===== src/rtl/mem_port_arbiter.sv =====
// Arbitrates one single-port memory bus between instruction fetch (IF) and the
// load/store unit (LSU); one outstanding transaction, LSU priority with starvation bound.
module mem_port_arbiter #(
  parameter int ADDR_W       = 32,
  parameter int DATA_W       = 32,
  parameter int STARVE_LIMIT = 4
) (
  input  logic                clk,
  input  logic                rst,
  input  logic                if_req,
  input  logic [ADDR_W-1:0]   if_addr,
  output logic                if_gnt,
  output logic                if_rvalid,
  output logic [DATA_W-1:0]   if_rdata,
  input  logic                ls_req,
  input  logic                ls_we,
  input  logic [DATA_W/8-1:0] ls_be,
  input  logic [ADDR_W-1:0]   ls_addr,
  input  logic [DATA_W-1:0]   ls_wdata,
  output logic                ls_gnt,
  output logic                ls_rvalid,
  output logic [DATA_W-1:0]   ls_rdata,
  output logic                mem_req,
  output logic                mem_we,
  output logic [DATA_W/8-1:0] mem_be,
  output logic [ADDR_W-1:0]   mem_addr,
  output logic [DATA_W-1:0]   mem_wdata,
  input  logic                mem_gnt,
  input  logic                mem_rvalid,
  input  logic [DATA_W-1:0]   mem_rdata,
  output logic                busy
);

  localparam int BE_W  = DATA_W / 8;
  localparam int CNT_W = $clog2(STARVE_LIMIT + 1);
  localparam logic [CNT_W-1:0] CNT_MAX = CNT_W'(STARVE_LIMIT);

  typedef enum logic [1:0] {
    IDLE = 2'd0,
    REQ  = 2'd1,
    RESP = 2'd2
  } state_t;

  state_t            state;
  state_t            state_nxt;
  logic              owner_if;
  logic [CNT_W-1:0]  starve_cnt;
  logic              lat_we;
  logic [BE_W-1:0]   lat_be;
  logic [ADDR_W-1:0] lat_addr;
  logic [DATA_W-1:0] lat_wdata;
  logic              any_req;
  logic              if_win;
  logic              arb_edge;
  logic              resp_vld;

  // IF only beats a waiting LSU once it has lost STARVE_LIMIT arbitrations in a row.
  always_comb begin
    any_req  = if_req | ls_req;
    if_win   = if_req & (~ls_req | (starve_cnt == CNT_MAX));
    arb_edge = (state == IDLE) & any_req;
  end

  always_ff @(posedge clk or negedge rst) begin
    if (!rst) begin
      state <= IDLE;
    end else begin
      state <= state_nxt;
    end
  end

  always_comb begin
    state_nxt = state;
    case (state)
      IDLE:    if (any_req)    state_nxt = REQ;
      REQ:     if (mem_gnt)    state_nxt = RESP;
      RESP:    if (mem_rvalid) state_nxt = IDLE;
      default:                 state_nxt = IDLE;
    endcase
  end

  always_ff @(posedge clk or negedge rst) begin
    if (!rst) begin
      owner_if  <= 1'b0;
      lat_we    <= 1'b0;
      lat_be    <= '0;
      lat_addr  <= '0;
      lat_wdata <= '0;
    end else if (arb_edge) begin
      owner_if <= if_win;
      if (if_win) begin
        lat_we    <= 1'b0;
        lat_be    <= '1;
        lat_addr  <= if_addr;
        lat_wdata <= '0;
      end else begin
        lat_we    <= ls_we;
        lat_be    <= ls_be;
        lat_addr  <= ls_addr;
        lat_wdata <= ls_wdata;
      end
    end
  end

  // Counter only moves on arbitration edges; it is frozen while a transaction is in flight.
  always_ff @(posedge clk or negedge rst) begin
    if (!rst) begin
      starve_cnt <= '0;
    end else if (arb_edge) begin
      if (if_win || !if_req) begin
        starve_cnt <= '0;
      end else if (starve_cnt != CNT_MAX) begin
        starve_cnt <= starve_cnt + CNT_W'(1);
      end
    end
  end

  always_comb begin
    mem_req   = (state == REQ);
    busy      = (state != IDLE);
    resp_vld  = (state == RESP) & mem_rvalid;
    if_gnt    = mem_req & mem_gnt & owner_if;
    ls_gnt    = mem_req & mem_gnt & ~owner_if;
    if_rvalid = resp_vld & owner_if;
    ls_rvalid = resp_vld & ~owner_if;
    if_rdata  = if_rvalid ? mem_rdata : '0;
    ls_rdata  = ls_rvalid ? mem_rdata : '0;
    mem_we    = lat_we;
    mem_be    = lat_be;
    mem_addr  = lat_addr;
    mem_wdata = lat_wdata;
  end

endmodule


===== config.mk =====
export PLATFORM = sky130hd
export DESIGN_NAME = mem_port_arbiter
export DESIGN_NICKNAME = d
export VERILOG_FILES = /design/src/rtl/mem_port_arbiter.sv
export SDC_FILE = /design/constraint.sdc
export NUM_CORES = 1
export LEC_CHECK = 0
export BUFFER_PORTS_ARGS = -buffer_cell sky130_fd_sc_hd__buf_2
export CAP_MARGIN = 25
export CORE_AREA = 2 2 108 110
export DETAILED_ROUTE_END_ITERATION = 8
export DIE_AREA = 0 0 110 112
export PLACE_DENSITY = 0.73
export RECOVER_POWER = 25
export SLEW_MARGIN = 40
export SYNTH_ARGS = -nofsm -noshare
export SYNTH_HDL_FRONTEND = slang
export SYNTH_SLANG_ARGS = --single-unit

===== constraint.sdc =====
create_clock -name clk -period 5.2 [get_ports clk]
set_clock_uncertainty 0.2 [all_clocks]
set_input_delay 1.04 -clock clk [delete_from_list [all_inputs] [get_ports clk]]
set_output_delay 1.04 -clock clk [all_outputs]
set_load 0.02 [all_outputs]

### Word level (Yosys, flattened, before mapping)

Cells that the tools add are included.
Widths: inputs -> output; s select.

| cells by class | value |
|---|---|
| equal/unequal tests | 7 |
| shift-type cells | 0 |
| reduce and logical (&&, ||, !) cells | 7 |
| multiply operators | 0 |
| bitwise operators | 12 |
| add/subtract/negate cells | 1 |
| order comparisons | 0 |
| mux-type cells | 12 |
| div/mod/pow operators | 0 |

Operators with widths:

| kind | count |
|---|---|
| $mux 32 | 4 |
| $and 1x1->1 | 8 |
| $mux 2 | 3 |
| $mux 3 | 2 |
| $pmux 2 s3 | 1 |
| $mux 4 | 1 |
| $ne 2x2->1 const B | 2 |
| $reduce_bool 2->1 | 2 |
| $add 3x1->3 const B | 1 |
| $eq 3x3->1 const B | 1 |
| $ne 3x3->1 const B | 1 |
| $reduce_and 3->1 | 1 |
| $eq 2x1->1 const B | 1 |
| $eq 2x2->1 const B | 1 |
| $logic_not 2->1 | 1 |
| $ne 2x1->1 const B | 1 |
| $not 1->1 | 2 |
| $or 1x1->1 | 2 |
| $reduce_and 2->1 | 1 |
| $logic_not 1->1 | 1 |
| $logic_or 1x1->1 | 1 |
| $mux 1 | 1 |

| storage, ports and cells | value |
|---|---|
| RAM bits | 0 |
| ROM bits | 0 |
| output and inout port bits | 139 |
| memories | 0 |
| register bits after elaboration | 75 |
| word-level logic and storage cells | 46 |
| bits in latches | 0 |
| input bits | 139 |

### Depth between registers and ports, before layout

| logic depth | value |
|---|---|
| depth after elaboration | 6 |
| depth in mapped cells | 8 |

### Least setup slack after synthesis

Ideal clock, no wire load.

| timing path | value |
|---|---|
| path type | input-to-output |
| start | input port mem_rvalid |
| end | output port if_rdata[22] |
| path slack | 2.035 ns |
| data arrival time | 1.925 ns |
| cell stages on the path | 3 |
| data required time | 3.960 ns |
| buffers on the path | 1 |
| path through | and4b_1 > clkbuf_1 > and2_1 |

| between the ends | value |
|---|---|
| longest elaborated chain between the ends | 3 |

Ends and longest elaborated chain:

| element | line | source |
|---|---|---|
| start: declaration | 29 | `input logic mem_rvalid,` |
| $and 1x1->1 | 121 | `resp_vld = (state == RESP) & mem_rvalid;` |
| $and 1x1->1 | 124 | `if_rvalid = resp_vld & owner_if;` |
| net if_rvalid | 13 | `output logic if_rvalid,` |
| $mux 32 | 126 | `if_rdata = if_rvalid ? mem_rdata : '0;` |
| end: declaration | 14 | `output logic [DATA_W-1:0] if_rdata,` |

The timed path passes the listed nets, and every way through them passes these cells.

### Final worst setup path

| timing path | value |
|---|---|
| start | input port mem_rvalid |
| end | output port if_rdata[8] |

| between the ends | value |
|---|---|
| longest elaborated chain between the ends | 3 |

Ends and longest elaborated chain:

| element | line |
|---|---|
| $and 1x1->1 | 121 |
| $and 1x1->1 | 124 |
| $mux 32 | 126 |

Every way passes these cells.

==> results.py <==
metrics = {
    "route": {
        "drc_errors": 0,
        "dr_total_vias": 4397,
        "dr.pass1.iters": 4,
        "antenna_left": 0,
        "drtIter0Drc": 206,
        "routedWlPerCell_um": 17.69,
        "wirelength_um": 14580,
        "avgViaCountPerCell": 5.336,
    },
    "synth": {
        "yosys_warnings": 0,
        "netlist_area_um2": 4203,
        "ys.flop_type": "dfrtp_1",
        "syn_nets": 564,
        "ys_seq_elements": 75,
        "syn-instance-count": 423,
        "synth.yosys.seq_area_share": 0.4466,
        "synth_edf_count": 0,
        "avgSynthCellArea_um2": 9.936,
        "synthArstFlopShare": 1.000,
        "yosysUniqueCellTypes": 32,
    },
    "timing": {
        "period_minus_slack_ps": 3522,
        "relSlewSlack": 0.4900,
        "finalSetupViolations": 0,
        "worst_pin_slew_ps": 764.5,
        "clock.fmax_mhz": 283.9,
        "slew_violations": 0,
        "setup_tns_ps": 0,
        "post-route-period-util": 0.6773,
        "whs_ps": 287.1,
        "rsz0062_at_grt": "no",
        "final_hold_viol_count": 0,
    },
    "finish": {
        "ff_latch_area_um2": 1877,
        "final_cells": 824,
        "multi_input_area_um2": 1927,
        "final_cell_area_um2": 5899,
        "nets": 811,
        "synthToLayoutAreaGrowth_pct": 40.37,
        "layout-drive-gt1-share": 0.4904,
        "n_fill_cell": 1031,
    },
    "worst_setup_path": {
        "cpMostUsedCell": "buf_2",
        "reg2reg_depth": 3,
        "crit_type": "in2out",
        "worstReg2RegStart": "state[1]",
        "cp.arrival_ps": 2280,
        "required_ps": 3960,
        "cp-start-kind": "input port",
        "cp_slowest_cell": "and4b_1",
        "path_cells": "buf_2 > and4b_1 > and2_1 > buf_2",
        "cp_top_family": "simple AND/OR/NAND/NOR gates",
        "worst-path-buf-inv": 2,
        "slowest_delay_ps": 700,
        "endpoint_kind": "primary output",
        "r2r-end": "starve_cnt[1]",
        "worst-r2r-setup-slack_ps": 2740,
        "worstPathMaxFanout": 33,
    },
    "power_and_ir_drop": {
        "p_per_area_nw_per_um2": 562.1,
        "ir_worst_vdd_mv": 0.2382,
        "leakage_uw": 0.003055,
    },
    "floorplan": {
        "initial_core_util": 0.3761,
        "die_y_um": 112,
        "ios": 278,
        "die_w_um": 110,
        "dieArea_um2": 12320,
        "rows": 39,
        "core_area_um2": 11170,
    },
    "job": {
        "cap_violations": 0,
    },
    "worst_hold_path": {
        "holdPathStages": 1,
        "min_from": "mem_wdata[24]",
        "min_to": "mem_wdata[24]",
        "hold_class": "reg2reg",
    },
    "placed_design": {
        "io_buffers": 277,
        "dpl_cell_area_um2": 5540,
        "gp_congestion": 0.8497,
        "placed_cells": 800,
        "dp_hpwl_um": 10900,
    },
    "global_route": {
        "first_global_vias": 4066,
        "grt_antenna_before_repair": 14,
        "grt_usage": 0.2311,
        "grt_pass1_wl_um": 21530,
        "grt-ovfl-total": 0,
        "grt_max_degree": 76,
    },
    "clocking": {
        "ctsHoldBuffers": 0,
        "cts.reportedPaths.clkPinSlew_ps": 60,
        "clk_latency_ps": 330,
        "clockRootBuffer": "clkbuf_16",
        "h-tree-depth": 3,
        "cts_sinks": 75,
        "cts.path.max_buffers": 2,
        "cts_buffers": 9,
        "cts_resized": 0,
        "postCtsSetupRepairBufs": 0,
        "cts_tree": "yes",
    },
    "status": {
        "outcome": "complete, no violations",
    },
}
==> placed cells by master (no fill, tap or decap), types with 3 or more instances in the layout <==
| cell type | instances |
|---|---|
| buf_2 | 275 |
| dfrtp_1 | 75 |
| nand3_1 | 65 |
| and2_1 | 64 |
| inv_1 | 36 |
| o2bb2ai_1 | 34 |
| nand4_1 | 32 |
| o221ai_2 | 26 |
| a21oi_1 | 15 |
| clkbuf_16 | 9 |
| diode_2 | 6 |
| o221ai_1 | 6 |
| buf_4 | 4 |
| clkbuf_8 | 3 |
==> sequential cells by signal, summed over array words and instances, names as in the netlist <==
| signal | cells |
|---|---|
| mem_addr | 32 |
| mem_be | 4 |
| mem_wdata | 32 |
| mem_we | 1 |
| owner_if | 1 |
| starve_cnt | 3 |
| state | 2 |
==> where the power goes <==
part / total, µW / internal [µW] / switching [µW]
clock: 645 / 409 / 236
sequential: 1020 / 856 / 165
combinational: 1650 / 599 / 1050
total: 3320 / 1860 / 1450
==> logic make-up after synthesis <==
family | share of synthesized area
AND/OR/NAND/NOR | 0.2450
AO/OA/AOI/OAI | 0.2054
buffers and inverters | 0.09705
flip-flops | 0.4466
adder cells (fa/ha/maj) | 0.005953
==> per-stage QoR <==
step	setup WS (ps)	utilization	total power [µW]
after floorplan	2035	-	2191
after global placement	1568	0.4948	2630
after detailed placement	1675	0.4958	2686
after CTS	1678	0.5239	3342
after global routing	1577	0.5268	3525
final	1678	0.5279	3316
==> Yosys cell counts, types with 2 or more instances <==
library cell | count | area (µm²)
o21ai_0 | 2 | 10.01
dfrtp_1 | 75 | 1877
nor2_1 | 2 | 7.510
o2bb2ai_1 | 34 | 297.8
o221ai_2 | 26 | 390.4
nand2_1 | 2 | 7.510
a21oi_1 | 15 | 75.07
o221ai_1 | 6 | 52.55
buf_2 | 8 | 40.04
clkbuf_1 | 26 | 97.59
ha_1 | 2 | 25.02
nand3_1 | 65 | 325.3
and2_1 | 65 | 406.6
buf_6 | 11 | 123.9
inv_1 | 36 | 135.1
nand4_1 | 32 | 200.2
==> layout make-up <==
| type | count | share of cell area |
|---|---|---|
| antenna | 6 | 0.002545 |
| clock buffer | 12 | 0.04518 |
| clock inverter | 4 | 0.008059 |
| inverter | 36 | 0.02291 |
| multi-input combinational | 265 | 0.3266 |
| sequential | 75 | 0.3181 |
| tap | 143 | 0.03033 |
| timing repair buffer | 283 | 0.2462 |
==> routing by layer <==
| metal | track usage | routed length (µm) | up-vias |
|---|---|---|---|
| met1 | 0.2758 | 5593 | 2099 |
| met5 | 0 | 56 | - |
| met4 | 0.07595 | 252 | 8 |
| met3 | 0.08899 | 1602 | 26 |
| met2 | 0.3787 | 7070 | 223 |
| li1 | - | - | 2041 |
==> how the worst max path moves through the flow <==
stage | start | to | cells after the start
after floorplan | mem_rvalid | if_rdata[22] | 3
after CTS | mem_rvalid | if_rdata[6] | 4
after global routing | mem_rvalid | if_rdata[6] | 4
after detailed placement | if_req | starve_cnt[1] | 4
after global placement | mem_rvalid | ls_rdata[13] | 4
final | mem_rvalid | if_rdata[8] | 4
==> worst register-to-register path, cell delays in order, from the launching register on <==
cell     delay (ps)
dfrtp_1         440
nor2_4          620
nand2_2         660
a32o_1          430
Power figures use the tool's default switching activity.
